===== src/rtl/pulse_meter_pkg.sv =====
// rtl/pulse_meter_pkg.sv - shared state encoding and default widths for pulse_meter
package pulse_meter_pkg;

  localparam int DEF_CNT_W  = 32;
  localparam int DEF_CNT_PC = 16;

  typedef enum logic [1:0] {
    ARM       = 2'd0,
    IDLE      = 2'd1,
    MEASURE   = 2'd2,
    OVERRANGE = 2'd3
  } state_e;

endpackage


===== src/rtl/sync_2ff.sv =====
// rtl/sync_2ff.sv - two-flop single-bit synchronizer with async active-low reset
module sync_2ff (
  input  logic clk,
  input  logic rst_n,
  input  logic d_i,
  output logic q_o
);

  logic meta_q;
  logic sync_q;

  always_ff @(posedge clk or negedge rst_n) begin
    if (!rst_n) begin
      meta_q <= 1'b0;
      sync_q <= 1'b0;
    end else begin
      meta_q <= d_i;
      sync_q <= meta_q;
    end
  end

  assign q_o = sync_q;

endmodule


===== src/rtl/pulse_meter.sv =====
// rtl/pulse_meter.sv - measures width of an asynchronous sync pulse in clock cycles
module pulse_meter
  import pulse_meter_pkg::*;
#(
  parameter int CNT_W  = DEF_CNT_W,
  parameter int CNT_PC = DEF_CNT_PC
) (
  input  logic              clk_Meter,
  input  logic              rst_n,
  input  logic              pulse_in,
  input  logic [CNT_W-1:0]  min_width,
  input  logic [CNT_W-1:0]  max_width,
  output logic [CNT_W-1:0]  width_out,
  output logic              valid,
  output logic              err_short,
  output logic              err_long,
  output logic              busy,
  output logic [CNT_PC-1:0] pulse_count
);

  localparam logic [CNT_W-1:0]  CNT_ONE = CNT_W'(1);
  localparam logic [CNT_PC-1:0] PC_ONE  = CNT_PC'(1);

  logic             s;
  state_e           state_q, state_d;
  logic [CNT_W-1:0] cnt_q, cnt_d, cnt_inc;
  logic [1:0]       primed_q;

  logic             ev_valid_q, ev_valid_d;
  logic             ev_short_q, ev_short_d;
  logic             ev_long_q, ev_long_d;
  logic [CNT_W-1:0] ev_width_q, ev_width_d;

  logic [CNT_W-1:0]  width_q;
  logic              valid_q, short_q, long_q, busy_q;
  logic [CNT_PC-1:0] pcount_q;

  sync_2ff u_sync (
    .clk   (clk_Meter),
    .rst_n (rst_n),
    .d_i   (pulse_in),
    .q_o   (s)
  );

  assign cnt_inc = (&cnt_q) ? cnt_q : cnt_q + CNT_ONE;

  // ARM ignores s until the synchronizer holds a real sample, so a pulse
  // already high at reset release is seen as high and skipped.
  always_comb begin
    state_d    = state_q;
    cnt_d      = cnt_q;
    ev_valid_d = 1'b0;
    ev_short_d = 1'b0;
    ev_long_d  = 1'b0;
    ev_width_d = ev_width_q;
    case (state_q)
      ARM: begin
        if (primed_q[1] && !s) state_d = IDLE;
      end
      IDLE: begin
        if (s) begin
          state_d = MEASURE;
          cnt_d   = CNT_ONE;
        end
      end
      MEASURE: begin
        if (s) begin
          cnt_d = cnt_inc;
          if ((max_width != '0) && (cnt_inc > max_width)) begin
            state_d   = OVERRANGE;
            ev_long_d = 1'b1;
          end
        end else begin
          state_d    = IDLE;
          ev_valid_d = 1'b1;
          ev_width_d = cnt_q;
          ev_short_d = (min_width != '0) && (cnt_q < min_width);
        end
      end
      OVERRANGE: begin
        if (!s) state_d = IDLE;
      end
      default: state_d = ARM;
    endcase
  end

  always_ff @(posedge clk_Meter or negedge rst_n) begin
    if (!rst_n) begin
      state_q    <= ARM;
      cnt_q      <= '0;
      primed_q   <= 2'b00;
      ev_valid_q <= 1'b0;
      ev_short_q <= 1'b0;
      ev_long_q  <= 1'b0;
      ev_width_q <= '0;
    end else begin
      state_q    <= state_d;
      cnt_q      <= cnt_d;
      primed_q   <= {primed_q[0], 1'b1};
      ev_valid_q <= ev_valid_d;
      ev_short_q <= ev_short_d;
      ev_long_q  <= ev_long_d;
      ev_width_q <= ev_width_d;
    end
  end

  // Output stage: strobes trail the FSM decision by one register.
  always_ff @(posedge clk_Meter or negedge rst_n) begin
    if (!rst_n) begin
      width_q  <= '0;
      valid_q  <= 1'b0;
      short_q  <= 1'b0;
      long_q   <= 1'b0;
      busy_q   <= 1'b0;
      pcount_q <= '0;
    end else begin
      if (ev_valid_q) begin
        width_q  <= ev_width_q;
        pcount_q <= pcount_q + PC_ONE;
      end
      valid_q <= ev_valid_q;
      short_q <= ev_short_q;
      long_q  <= ev_long_q;
      busy_q  <= (state_d == MEASURE) || (state_d == OVERRANGE);
    end
  end

  assign width_out   = width_q;
  assign valid       = valid_q;
  assign err_short   = short_q;
  assign err_long    = long_q;
  assign busy        = busy_q;
  assign pulse_count = pcount_q;

endmodule


===== config.mk =====
export PLATFORM = sky130hd
export DESIGN_NAME = pulse_meter
export DESIGN_NICKNAME = d
export VERILOG_FILES = /design/src/rtl/pulse_meter_pkg.sv /design/src/rtl/sync_2ff.sv /design/src/rtl/pulse_meter.sv
export SDC_FILE = /design/constraint.sdc
export NUM_CORES = 1
export LEC_CHECK = 0
export ABC_AREA = 0
export CORE_ASPECT_RATIO = 1.5
export CORE_MARGIN = 1
export CORE_UTILIZATION = 29
export DETAILED_ROUTE_END_ITERATION = 12
export HOLD_SLACK_MARGIN = 0.15
export PLACE_DENSITY = 0.45
export SYNTH_ARGS = -nofsm -noshare
export SYNTH_HDL_FRONTEND = slang
export SYNTH_SLANG_ARGS = --single-unit

===== constraint.sdc =====
create_clock -name clk_Meter -period 5.2 [get_ports clk_Meter]
set_clock_uncertainty 0.05 [all_clocks]
set_input_delay 1.3 -clock clk_Meter [delete_from_list [all_inputs] [get_ports clk_Meter]]
set_output_delay 1.3 -clock clk_Meter [all_outputs]
set_load 0.03 [all_outputs]

* Yosys cells after proc, flatten, opt, wreduce, memory -nomap -nowiden
Cells that the tools add are included.
** Storage, ports and cells
- Register bits :: 125
- Input bits :: 67
- Output and inout bits :: 52
** Cells by class
- $add $sub $neg :: 2
- Order comparisons :: 2
- Equality and inequality tests :: 7
- Multiplexer cells :: 17
- Bitwise gates (word level) :: 1
- Reductions and logical operators :: 12
** Operators with widths (count)
- $mux W32 :: 3
- $pmux W32 S2 :: 1
- $reduce_bool A32 Y1 :: 2
- $add A32 B1 Y32 const B :: 1
- $gt A32 B32 Y1 :: 1
- $lt A32 B32 Y1 :: 1
- $reduce_and A32 Y1 :: 1
- $add A16 B1 Y16 const B :: 1
- $mux W2 :: 5
- $eq A2 B2 Y1 const B :: 4
- $pmux W2 S4 :: 1
- $mux W1 :: 7
- $ne A2 B1 Y1 const B :: 2
- $logic_and A1 B1 Y1 :: 3
- $reduce_and A3 Y1 :: 1
- $eq A2 B1 Y1 const B :: 1
- $logic_not A2 Y1 :: 1
- $reduce_and A2 Y1 :: 1
- $reduce_bool A2 Y1 :: 1
- $logic_not A1 Y1 :: 1
- $logic_or A1 B1 Y1 :: 1
- $not A1 Y1 :: 1

* Logic depth before layout (Yosys ltp)
- Word-level depth :: 9
- Gate-level depth with buffers :: 16
- Mapped depth without buffers :: 15

* Hierarchy
From an unflattened synthesis, not the netlist that was laid out.
** Unflattened totals
- Cell total of the unflattened synthesis :: 724
- Area, all modules :: 7328.3 um2
** By module, submodules not included
- pulse_meter :: times used 1, cells an instance 722, area each 7278.2 um2, sequential area each 3078.0 um2
- sync_2ff :: times used 1, cells an instance 2, area each 50.0 um2, sequential area each 50.0 um2

* Worst setup path before layout
OpenSTA, ideal clock, no wires.
- Kind :: reg2reg
- From :: reg cnt_q[0]
- To :: reg busy_q, in the netlist busy
- Setup time :: 0.130 ns
- Arrival :: 3.439 ns
- Slack :: 1.581 ns
- Cell stages (with the launch flop) :: 15
- Buffers on the path :: 0
- Cell sequence :: dfrtp_1 ha_1 nand2_1 nor4_4 nand3_1 nor2_1 mux2_2 ha_1 nor2b_1 o211ai_1 a2111o_1 o211ai_1 a211oi_1 o221a_2 a21oi_1
** Between the ends
- Longest elaborated chain between the ends :: 9
** RTL lines
- from (decl) :: RTL line pulse_meter.sv:26 : logic [CNT_W-1:0] cnt_q, cnt_d, cnt_inc;
- from (signal assigned) :: RTL line pulse_meter.sv:98 : cnt_q <= cnt_d;
- $add A32 B1 Y32 or $reduce_and A32 Y1 (tied branches) :: RTL line pulse_meter.sv:45 : assign cnt_inc = (&cnt_q) ? cnt_q : cnt_q + CNT_ONE;
- $mux W32 * :: RTL line pulse_meter.sv:45
- $gt A32 B32 Y1 * :: RTL line pulse_meter.sv:69 : if ((max_width != '0) && (cnt_inc > max_width)) begin
- $logic_and A1 B1 Y1 * :: RTL line pulse_meter.sv:69
- $mux W2 * :: RTL line pulse_meter.sv:69
- $mux W2 * :: RTL line pulse_meter.sv:67 : if (s) begin
- $pmux W2 S4 * :: RTL line pulse_meter.sv:56 : case (state_q)
- $eq A2 B2 Y1 :: RTL line pulse_meter.sv:124 : busy_q <= (state_d == MEASURE) || (state_d == OVERRANGE);
- $logic_or A1 B1 Y1 * :: RTL line pulse_meter.sv:124
- to (signal assigned) :: RTL line pulse_meter.sv:124
- to (decl) :: RTL line pulse_meter.sv:35 : logic valid_q, short_q, long_q, busy_q;
Every way passes the cells marked *; elsewhere a longest branch is shown, timed or not.
A chain may end at the register's enable or synchronous reset.

* Worst setup path after layout
- From :: reg cnt_q[0]
- To :: reg state_q[1]
** Between the ends
- Longest elaborated chain between the ends :: 7
** RTL lines
- $add A32 B1 Y32 or $reduce_and A32 Y1 (tied branches) :: RTL line pulse_meter.sv:45
- $mux W32 * :: RTL line pulse_meter.sv:45
- $gt A32 B32 Y1 * :: RTL line pulse_meter.sv:69
- $logic_and A1 B1 Y1 * :: RTL line pulse_meter.sv:69
- $mux W2 * :: RTL line pulse_meter.sv:69
- $mux W2 * :: RTL line pulse_meter.sv:67
- $pmux W2 S4 * :: RTL line pulse_meter.sv:56
- via state_d[1] :: RTL line pulse_meter.sv:25 : state_e state_q, state_d;
- to (signal assigned) :: RTL line pulse_meter.sv:97 : state_q <= state_d;
- to (decl) :: RTL line pulse_meter.sv:25
Mark *: on every way through the listed nets, which the timed path passes. The rest lies on a longest branch.

==> out/qor.txt <==
GRT
-----------------------------------------------------------------------------------------
Total track usage ..........................................................        17.0%
Wire length of the first global-routing pass ...............................    33,600 µm
Antenna violations before repair ...........................................            0
Pin count of the biggest net entering global routing .......................          103
Grt ovf ....................................................................            0
Number of global-route vias before repair ..................................        6,057

CRITICAL PATH
-----------------------------------------------------------------------------------------
Slowest-stage cell, CP .....................................................      dfrtp_1
R2R Setup Slk ..............................................................      0.99 ns
Critical path data arrival time ............................................      4.47 ns
Beginning of the worst register-to-register path ........................... cnt_q[0]$_DFFE_PN0P_
Worst setup path category .................................................. flop to flop
Startpoint kind of the worst setup timing path .............................         flop
Required arrival time at the worst endpoint ................................      5.46 ns
Worst reg2reg endpoint ..................................................... state_q[1]$_DFF_PN0_
Critical path peak fanout ..................................................            8
Cell family with most CP delay ............................................. simple AND/OR/NAND/NOR gates
Cell breakdown of the critical path ........................................ ha_1 -> nand2_1 -> nor4_4 -> nand3_1 -> nor2_1 -> mux2_2 -> ha_1 -> nor2b_1 -> o211ai_1 -> a2111o_1 -> o211ai_1 -> a211oi_1 -> o221a_2 -> a21oi_1
Biggest cell delay along the critical path .................................      0.47 ns
Endpoint type of the worst setup path ......................................         flop
Count of buffering cells on the critical path with inverters included ......            0
Depth of the most critical reg-to-reg path .................................           14

SYNTHESIS
-----------------------------------------------------------------------------------------
Dominant register cell in the synthesized netlist ..........................      dfrtp_1
Number of cells produced by synthesis ......................................          743
Mean cell area of the mapped netlist .......................................     10.1 µm²
Most instantiated library cell after synthesis .............................      dfrtp_1
Synth top area cells ....................................................... dfrtp_1 (42%), ha_1 (12%), mux2_2 (9.0%)
Leading cell types by count after synthesis ................................ dfrtp_1 (125), inv_1 (74), ha_1 (69)
Sequential element share of the synthesized area ...........................        41.8%
Register bit total from synthesis ..........................................          125
Share of the synthesized area in the top cell type .........................        41.8%
Cell accounting for the most synthesized area ..............................      dfrtp_1
Syn Std Cell Area ..........................................................     7480 µm²
Yosys synthesis warning count ..............................................            0
Proportion of register bits with asynchronous set or reset after synthesis .         100%
Post-synthesis net count ...................................................          879
Post-synth EDFFs ...........................................................            0
Number of distinct library cells after synthesis ...........................           51

DIE
-----------------------------------------------------------------------------------------
I/O pin total ..............................................................          119
Row count ..................................................................           71
Die Outline Area ...........................................................   26,400 µm²
Initial core utilization ...................................................        29.6%
Horizontal die dimension ...................................................       133 µm
Placeable core region ......................................................   25,200 µm²
Die extent in y ............................................................       199 µm

STA
-----------------------------------------------------------------------------------------
Final number of max-transition violations ..................................            0
Setup repair after global routing missed its margin ........................        false
Slew HR ....................................................................        25.2%
Setup TNS ..................................................................         0 ns
Final critical path time including I/O delays and setup ....................      4.21 ns
Achievable frequency .......................................................    0.238 GHz
Number of endpoints failing setup at the final stage .......................            0
Post-route setup slack .....................................................     0.991 ns
Transition time of the tightest slew-check pin .............................      1.12 ns
Period utilization .........................................................        80.9%
Endpoints failing hold .....................................................            0

HOLD PATH
-----------------------------------------------------------------------------------------
Worst hold path class ...................................................... flop to flop
Worst Hold End ............................................................. err_short$_DFF_PN0_
Launch point of the worst hold path ........................................ ev_short_q$_DFF_PN0_
Cells on Worst Hold Path ...................................................            0

CTS
-----------------------------------------------------------------------------------------
Clk root buf ...............................................................    clkbuf_16
Cts hold-fix bufs ..........................................................            0
Post-CTS resize count ......................................................            0
Sink Count .................................................................          125
CTS buffer count ...........................................................           17
Number of H-tree levels ....................................................            4
Number of buffers added for setup after CTS ................................            0
Reg clk slew, reported paths ...............................................      0.07 ns
Clock latency of the later-clocked register in the worst-skew pair .........      0.43 ns
Buffer depth of the longest clock path .....................................            2
Clock tree from TritonCTS ..................................................        built

FINISH
-----------------------------------------------------------------------------------------
Number of fill cells in the layout .........................................        2,576
Storage cell area ..........................................................     3130 µm²
Combined area of the multi-input logic cells ...............................     3960 µm²
Total Nets Final ...........................................................          998
Finished Cell Area .........................................................     9600 µm²
Post-Layout Cell Count .....................................................        1,203
Layout cell share with drive strength beyond 1 .............................        12.2%
Synth-to-Final Area Change .................................................        28.4%
Antenna diode instance count ...............................................            0

DRT
-----------------------------------------------------------------------------------------
Number of iterations in the first detailed-routing pass ....................            5
Total vias in the final route ..............................................        5,920
Drt drc ....................................................................            0
Post-detailed-route wirelength per cell ....................................      17.6 µm
Final wirelength ...........................................................    21,100 µm
Number of DRC markers after the initial detailed-route iteration ...........          293
Post-detailed-route via-to-cell ratio ......................................         4.92
Post-DRT Antenna Nets ......................................................            0

PLACED DESIGN
-----------------------------------------------------------------------------------------
Setup slack after placement ................................................     0.960 ns
Placed cell area ...........................................................     9010 µm²
Placer's final routability congestion estimate .............................        0.801
Count of buffers from port buffering .......................................          118
Hpwl dp ....................................................................    16,000 µm
Placed Instances ...........................................................        1,171

PWR
-----------------------------------------------------------------------------------------
Static Leak ................................................................      4.60 nW
Power density over cell area ...............................................   313 nW/µm²
Peak VDD IR ................................................................       253 µV

STATUS
-----------------------------------------------------------------------------------------
Status .....................................................................    completed

JOB
-----------------------------------------------------------------------------------------
Max cap viols ..............................................................            0

==> how the worst max path moves through the flow <==
stage	start	to	cells after the start
floorplan	cnt_q[0]$_DFFE_PN0P_	busy$_DFF_PN0_	14
finish	cnt_q[0]$_DFFE_PN0P_	state_q[1]$_DFF_PN0_	14
detailed placement	cnt_q[0]$_DFFE_PN0P_	busy$_DFF_PN0_	14
CTS	cnt_q[0]$_DFFE_PN0P_	state_q[1]$_DFF_PN0_	14
global route	cnt_q[0]$_DFFE_PN0P_	state_q[1]$_DFF_PN0_	14
global placement	cnt_q[1]$_DFFE_PN0P_	state_q[1]$_DFF_PN0_	14
==> cells in the final DEF, fill, tap and decap left out, types with 8 or more instances in the layout <==
cell type | netlist | final
clkdlybuf4s50_1 | 0 | 117
clkbuf_16 | 0 | 17
and3_1 | 8 | 8
a21o_1 | 19 | 19
inv_1 | 74 | 74
o31ai_1 | 18 | 18
nor2_1 | 27 | 27
nand2_1 | 53 | 53
ha_1 | 69 | 69
nand4_1 | 28 | 28
nor3_1 | 8 | 8
a21oi_1 | 43 | 43
o21ai_0 | 35 | 35
nand3_1 | 19 | 19
xnor2_1 | 36 | 36
dfrtp_1 | 125 | 125
mux2_2 | 60 | 60
xor2_1 | 10 | 10
o211ai_1 | 9 | 9
nor4_1 | 18 | 18
==> per-stage QoR <==
stage	utilization (%)	power, W	hold slack [ns]
final	38.0	0.00301	0.301
after global routing	38.0	0.00316	0.315
after CTS	38.0	0.00305	0.304
after detailed placement	35.7	0.00181	0.287
after global placement	35.7	0.00181	0.282
after floorplan	-	0.00151	0.281
==> registers in the layout, summed over array words and instances (netlist names) <==
name / count
pulse_count: 16
ev_short_q: 1
err_short: 1
ev_valid_q: 1
ev_width_q: 32
ev_long_q: 1
u_sync.q_o: 1
busy: 1
primed_q: 2
width_out: 32
cnt_q: 32
state_q: 2
err_long: 1
u_sync.meta_q: 1
valid: 1
==> final cells by class <==
class                      count  area share, %
clock buffer                  23           4.77
timing repair buffer         125           12.9
inverter                      74           2.89
clock inverter                 9           1.41
sequential                   125           32.6
multi-input combinational    519           41.2
tap                          328           4.28
==> logic make-up after synthesis <==
family	synth area share, %
AO/OA/AOI/OAI	12.4
adder cells (fa/ha/maj)	11.5
other	0.0501
flip-flops	41.8
buffers and inverters	5.29
AND/OR/NAND/NOR	14.5
XOR/XNOR	5.39
multiplexers	9.03
==> per-layer routing <==
| layer | vias to the layer above | GRT usage [%] | wire length (µm) |
|---|---|---|---|
| met5 | - | 0 | 0 |
| met1 | 2867 | 20.4 | 9300 |
| met4 | 0 | 5.93 | 337 |
| met3 | 26 | 2.85 | 575 |
| met2 | 113 | 30.3 | 10900 |
| li1 | 2914 | - | - |
==> power breakdown <==
part | switching (W) | internal (W)
Combinational | 0.000426 | 0.000278
Clock | 0.000455 | 0.000768
Sequential | 0.0000583 | 0.00102
Total | 0.000939 | 0.00207
Power figures use the tool's default switching activity.
